`src/rtl/dmem_req_ctrl.sv`:
```
// dmem_req_ctrl
// Requester-side controller for the refusing data memory. Takes one load or
// store from the execution unit, issues it to dmem and re-issues it whenever
// dmem refuses. It gives up with an error after MAX_RETRY retries and returns
// load data together with a one-cycle done pulse. The core pipeline is
// stalled for as long as a request is pending and not yet done.

module dmem_req_ctrl #(
  parameter int A_WIDTH   = 13,
  parameter int D_WIDTH   = 34,
  parameter int MAX_RETRY = 3,
  parameter int CNT_WIDTH = 16
) (
  input  logic                 clk,
  input  logic                 reset_i,
  // core side
  input  logic                 core_req_i,
  input  logic                 core_we_i,
  input  logic [A_WIDTH-1:0]   core_addr_i,
  input  logic [D_WIDTH-1:0]   core_wdata_i,
  output logic                 core_stall_o,
  output logic                 core_done_o,
  output logic [D_WIDTH-1:0]   core_rdata_o,
  output logic                 core_err_o,
  // dmem side
  output logic                 mem_req_o,
  output logic                 mem_we_o,
  output logic [A_WIDTH-1:0]   mem_addr_o,
  output logic [D_WIDTH-1:0]   mem_din_o,
  input  logic [D_WIDTH-1:0]   mem_dout_i,
  input  logic                 mem_refused_i,
  // statistics
  output logic [CNT_WIDTH-1:0] refuse_cnt_o
);

  // The retry counter must hold values 0..MAX_RETRY. A minimum width of one
  // bit keeps the declaration legal when retries are disabled.
  localparam int RETRY_W = (MAX_RETRY < 1) ? 1 : $clog2(MAX_RETRY + 1);
  localparam logic [RETRY_W-1:0]   RETRY_LIMIT = RETRY_W'(MAX_RETRY);
  localparam logic [RETRY_W-1:0]   RETRY_ONE   = RETRY_W'(1);
  localparam logic [CNT_WIDTH-1:0] CNT_ONE     = CNT_WIDTH'(1);

  localparam logic [1:0] S_IDLE  = 2'd0;
  localparam logic [1:0] S_ISSUE = 2'd1;
  localparam logic [1:0] S_CHECK = 2'd2;

  logic [1:0]           state_q,     state_d;
  logic                 we_q,        we_d;
  logic [A_WIDTH-1:0]   addr_q,      addr_d;
  logic [D_WIDTH-1:0]   wdata_q,     wdata_d;
  logic [RETRY_W-1:0]   retryCnt_q,  retryCnt_d;
  logic [D_WIDTH-1:0]   rdata_q,     rdata_d;
  logic                 done_q,      done_d;
  logic                 err_q,       err_d;
  logic [CNT_WIDTH-1:0] refuseCnt_q, refuseCnt_d;

  logic refuseSat;

  assign refuseSat = &refuseCnt_q;

  // Next-state logic: latch the access in IDLE, issue it, then judge dmem's answer
  always_comb begin
    state_d     = state_q;
    we_d        = we_q;
    addr_d      = addr_q;
    wdata_d     = wdata_q;
    retryCnt_d  = retryCnt_q;
    rdata_d     = rdata_q;
    done_d      = 1'b0;
    err_d       = 1'b0;
    refuseCnt_d = refuseCnt_q;

    case (state_q)
      S_IDLE: begin
        // A held request is still high during the done cycle, so it must
        // not be taken again then.
        if (core_req_i && !done_q) begin
          we_d       = core_we_i;
          addr_d     = core_addr_i;
          wdata_d    = core_wdata_i;
          retryCnt_d = '0;
          state_d    = S_ISSUE;
        end
      end

      S_ISSUE: begin
        state_d = S_CHECK;
      end

      S_CHECK: begin
        if (!mem_refused_i) begin
          rdata_d = we_q ? '0 : mem_dout_i;
          done_d  = 1'b1;
          state_d = S_IDLE;
        end else begin
          if (!refuseSat) begin
            refuseCnt_d = refuseCnt_q + CNT_ONE;
          end
          // A refused store was not written, so re-issuing is the only
          // way to complete it.
          if (retryCnt_q < RETRY_LIMIT) begin
            retryCnt_d = retryCnt_q + RETRY_ONE;
            state_d    = S_ISSUE;
          end else begin
            rdata_d = '1;
            err_d   = 1'b1;
            done_d  = 1'b1;
            state_d = S_IDLE;
          end
        end
      end

      default: begin
        state_d = S_IDLE;
      end
    endcase
  end

  // State and datapath registers; reset abandons any access in flight
  always_ff @(posedge clk or posedge reset_i) begin
    if (reset_i) begin
      state_q     <= S_IDLE;
      we_q        <= 1'b0;
      addr_q      <= '0;
      wdata_q     <= '0;
      retryCnt_q  <= '0;
      rdata_q     <= '0;
      done_q      <= 1'b0;
      err_q       <= 1'b0;
      refuseCnt_q <= '0;
    end else begin
      state_q     <= state_d;
      we_q        <= we_d;
      addr_q      <= addr_d;
      wdata_q     <= wdata_d;
      retryCnt_q  <= retryCnt_d;
      rdata_q     <= rdata_d;
      done_q      <= done_d;
      err_q       <= err_d;
      refuseCnt_q <= refuseCnt_d;
    end
  end

  // The request and write enable depend on state only, so reset drops them at once
  always_comb begin
    mem_req_o = (state_q == S_ISSUE);
    mem_we_o  = (state_q == S_ISSUE) && we_q;
  end

  assign mem_addr_o   = addr_q;
  assign mem_din_o    = wdata_q;

  assign core_stall_o = core_req_i && !done_q;
  assign core_done_o  = done_q;
  assign core_err_o   = err_q;
  assign core_rdata_o = rdata_q;
  assign refuse_cnt_o = refuseCnt_q;

endmodule
```
`config.mk`:
```
export PLATFORM = sky130hd
export DESIGN_NAME = dmem_req_ctrl
export DESIGN_NICKNAME = d
export VERILOG_FILES = /design/src/rtl/dmem_req_ctrl.sv
export SDC_FILE = /design/constraint.sdc
export NUM_CORES = 1
export LEC_CHECK = 0
export ABC_CLOCK_PERIOD_IN_PS = 5400
export CORE_ASPECT_RATIO = 0.7
export CORE_MARGIN = 10
export CORE_UTILIZATION = 40
export CTS_BUF_LIST = sky130_fd_sc_hd__clkbuf_2 sky130_fd_sc_hd__clkbuf_4 sky130_fd_sc_hd__clkbuf_8
export CTS_CLUSTER_DIAMETER = 200
export DETAILED_ROUTE_END_ITERATION = 10
export PLACE_DENSITY = 0.79
export REMOVE_ABC_BUFFERS = 1
export SETUP_SLACK_MARGIN = 0.3
export SLEW_MARGIN = 5
export SYNTH_ARGS = -nofsm -noshare
export SYNTH_HDL_FRONTEND = slang
export SYNTH_SLANG_ARGS = --single-unit
export TNS_END_PERCENT = 30
```
`constraint.sdc`:
```
create_clock -name clk -period 5.4 [get_ports clk]
set_clock_uncertainty 0.15 [all_clocks]
set_input_delay 1.62 -clock clk [delete_from_list [all_inputs] [get_ports clk]]
set_output_delay 1.62 -clock clk [all_outputs]
set_load 0.03 [all_outputs]
```
==> metrics.csv <==
metric;value;unit
status;complete, no violations;
top cells by area, synth;dfrtp_1, mux2_2, nand2b_1;
overall power;4.00;mW
# clock sinks;104;
DR iter-0 viols;141;
critical path class;input pin to output pin;
Synth async-reset ratio;1.00;
final slew viol count;0;
final antenna-violating net count;0;
RSZ-0062 raised after global routing;false;
CP required;3.63;ns
total congestion overflow;0;
Critical Path AT;2.92;ns
Setup Buffers After CTS;0;
Worst-Margin Slew;0.665;ns
CTS root buf;clkbuf_8;
initial antenna violation count;0;
Fmax;0.213;GHz
Fin Setup TNS;0;ns
cts repair resizes;0;
xor/xnor share of the synthesized area;0.0284;
Synth cell types;35;
Max FO, Critical Path;2;
max cap viols;0;
HP Class;register to register;
slowest cell delay on critical path;0.70;ns
Compound-Gate Fraction of Synth Area;0.0544;
fin crit share;0.868;
CP delay by family, top;buffers and inverters;
worst reg2reg path depth;3;
largest net degree at the start of global routing;54;
#FFs+latches synth;104;
Pwr per Cell Area;616;mW/mm^2
most used cell, CP;clkdlybuf4s50_1;
Final Hold Fails;0;
DRC;0;
routed wire length;11800;um
Adder-Cell Fraction of Synth Area;0.00579;
R2R Setup Slk;3.42;ns
wire length of the first global-routing pass;19000;um
Synth Area per Inst;12.6;um^2
GPL Wtd Cong;0.735;
Layout Nets;619;
Synth Cell Area;0.00432;mm^2
number of port buffers;187;
I/O pin count;188;
clock transition at the registers of the reported paths;0.10;ns
final cell count without fillers;668;
Inst Count DP;652;
slew margin rel.;0.557;
die width;144;um
cts hold-fix bufs;0;
Core ar.;0.0104;mm^2
final-report setup violation count;0;
cells along the critical path;clkdlybuf4s50_1 -> nor2b_1 -> clkdlybuf4s50_1;
Die Y;107;um
Post-Syn Instances;342;
Lkg Pwr;2.72;nW
Seq/Total Area, Yosys;0.602;
Via-to-Cell Ratio;4.93;
share of the synthesized area in the top cell type;0.602;
Synth Flop Type;dfrtp_1;
crit end category;output pin;
via count;3292;
CP max stage cell;clkdlybuf4s50_1;
CTS tree;yes;
share of layout cells above drive strength 1;0.159;
Synth area leader;dfrtp_1;
Post-synth EDFFs;0;
drt first pass iters;4;
CTS max path bufs;2;
Die ar.;0.0154;mm^2
H-tree depth;3;
vias in the first global route;3590;
mux contribution to synthesized area;0.128;
largest family of logic cells by synthesized area;simple AND/OR/NAND/NOR gates;
crit start category;input pin;
Post-Synth Simple-Gate Area;0.152;
WL per Instance;17.7;um
CTS Buf Count;9;
gr usage total;0.154;
hold depth;1;
hpwl dp;8960;um
ant diodes;0;
min Tclk post-route;4.69;ns
Peak VDD IR;396;uV
Initial Util;0.414;
WP buf/inv;2;
Skew-Pair Late Insertion Delay;0.36;ns
P&R area growth vs syn;50.3;%
logic depth of the worst setup path including buffers;3;
yosys warns;0;
Rows;31;
## path summary, 6_finish.rpt
check,end,startpoint
setup reg to reg,mem_addr_o[9],state_q[1]
max in group asynchronous,refuse_cnt_o[6],reset_i
min in group asynchronous,core_rdata_o[11],reset_i
setup / recovery,core_stall_o,core_req_i
hold reg to reg,refuse_cnt_o[10],refuse_cnt_o[10]
hold / removal,refuse_cnt_o[10],refuse_cnt_o[10]
## synth_stat cells, drive strengths merged (2+ instances only)
cell type	instances
a21oi	42
nor2b	2
ha	2
nor2	39
clkbuf	3
xor2	5
nand2	6
xnor2	9
dfrtp	104
nand3	7
buf	11
nor3	2
and3	3
and4	3
inv	3
mux2	49
o21ai	2
nand2b	36
nand4	7
## layout by cell type (no fill, tap or decap), drive strengths merged
cell / synthesis / final
a21oi: 42 / 42
and2: 1 / 1
and2b: 1 / 1
and3: 3 / 3
and3b: 1 / 1
and4: 3 / 3
buf: 11 / 5
bufinv: 0 / 1
clkbuf: 3 / 12
clkdlybuf4s50: 0 / 187
clkinv: 0 / 2
clkinvlp: 0 / 1
dfrtp: 104 / 104
ha: 2 / 2
inv: 3 / 3
mux2: 49 / 49
nand2: 6 / 6
nand2b: 36 / 36
nand3: 7 / 7
nand3b: 1 / 1
nand4: 7 / 7
nand4b: 1 / 1
nor2: 39 / 39
nor2b: 2 / 2
nor3: 2 / 2
nor3b: 1 / 1
o21ai: 2 / 2
or2: 1 / 1
xnor2: 9 / 9
xor2: 5 / 5
## power by group
part           switching [mW]  internal (mW)
Clock                   0.258          0.232
Combinational            1.19          0.977
Sequential              0.216           1.13
Total                    1.67           2.33
## metal layers
metal | GRT usage | vias up | routed length (um)
li1 | - | 1538 | -
met1 | 0.173 | 1631 | 4470
met2 | 0.252 | 111 | 5870
met3 | 0.0763 | 12 | 1350
met4 | 0.0475 | 0 | 143
met5 | 0 | - | 0
## kinds of logic (layout without fill, tap and decap cells)
kind of cell    count (synthesis)  count (layout)
compound gates                 44              44
fa+ha+maj                       2               2
xor+xnor                       14              14
flops                         104             104
simple gates                  112             112
buf+inv                        17             211
mux                            49              49
## metrics by stage
| step | setup slack [ns] | utilization | hold WS [ns] | area (um^2) |
|---|---|---|---|---|
| floorplan | 0.898 | - | 0.353 | 4210 |
| global placement | 0.693 | 0.604 | 0.329 | 6300 |
| detailed placement | 0.700 | 0.604 | 0.343 | 6300 |
| CTS | 0.700 | 0.623 | 0.365 | 6500 |
| global route | 0.660 | 0.623 | 0.379 | 6500 |
| finish | 0.712 | 0.623 | 0.358 | 6500 |
## final cells by class
class | instances | area, um^2
Fill cell | 802 | 3940
Sequential cell | 104 | 2600
Timing Repair Buffer | 192 | 1920
Multi-Input combinational cell | 221 | 1590
Tap cell | 132 | 165
Clock buffer | 12 | 146
Clock inverter | 4 | 55.1
Inverter | 3 | 13.8
## sequential cells by signal, summed over array words and instances, names as in the netlist
signal / flops
we_q: 1
refuse_cnt_o: 16
core_err_o: 1
mem_addr_o: 13
state_q: 2
mem_din_o: 34
retryCnt_q: 2
core_rdata_o: 34
core_done_o: 1
No activity file was read; power rests on OpenSTA's default activity.
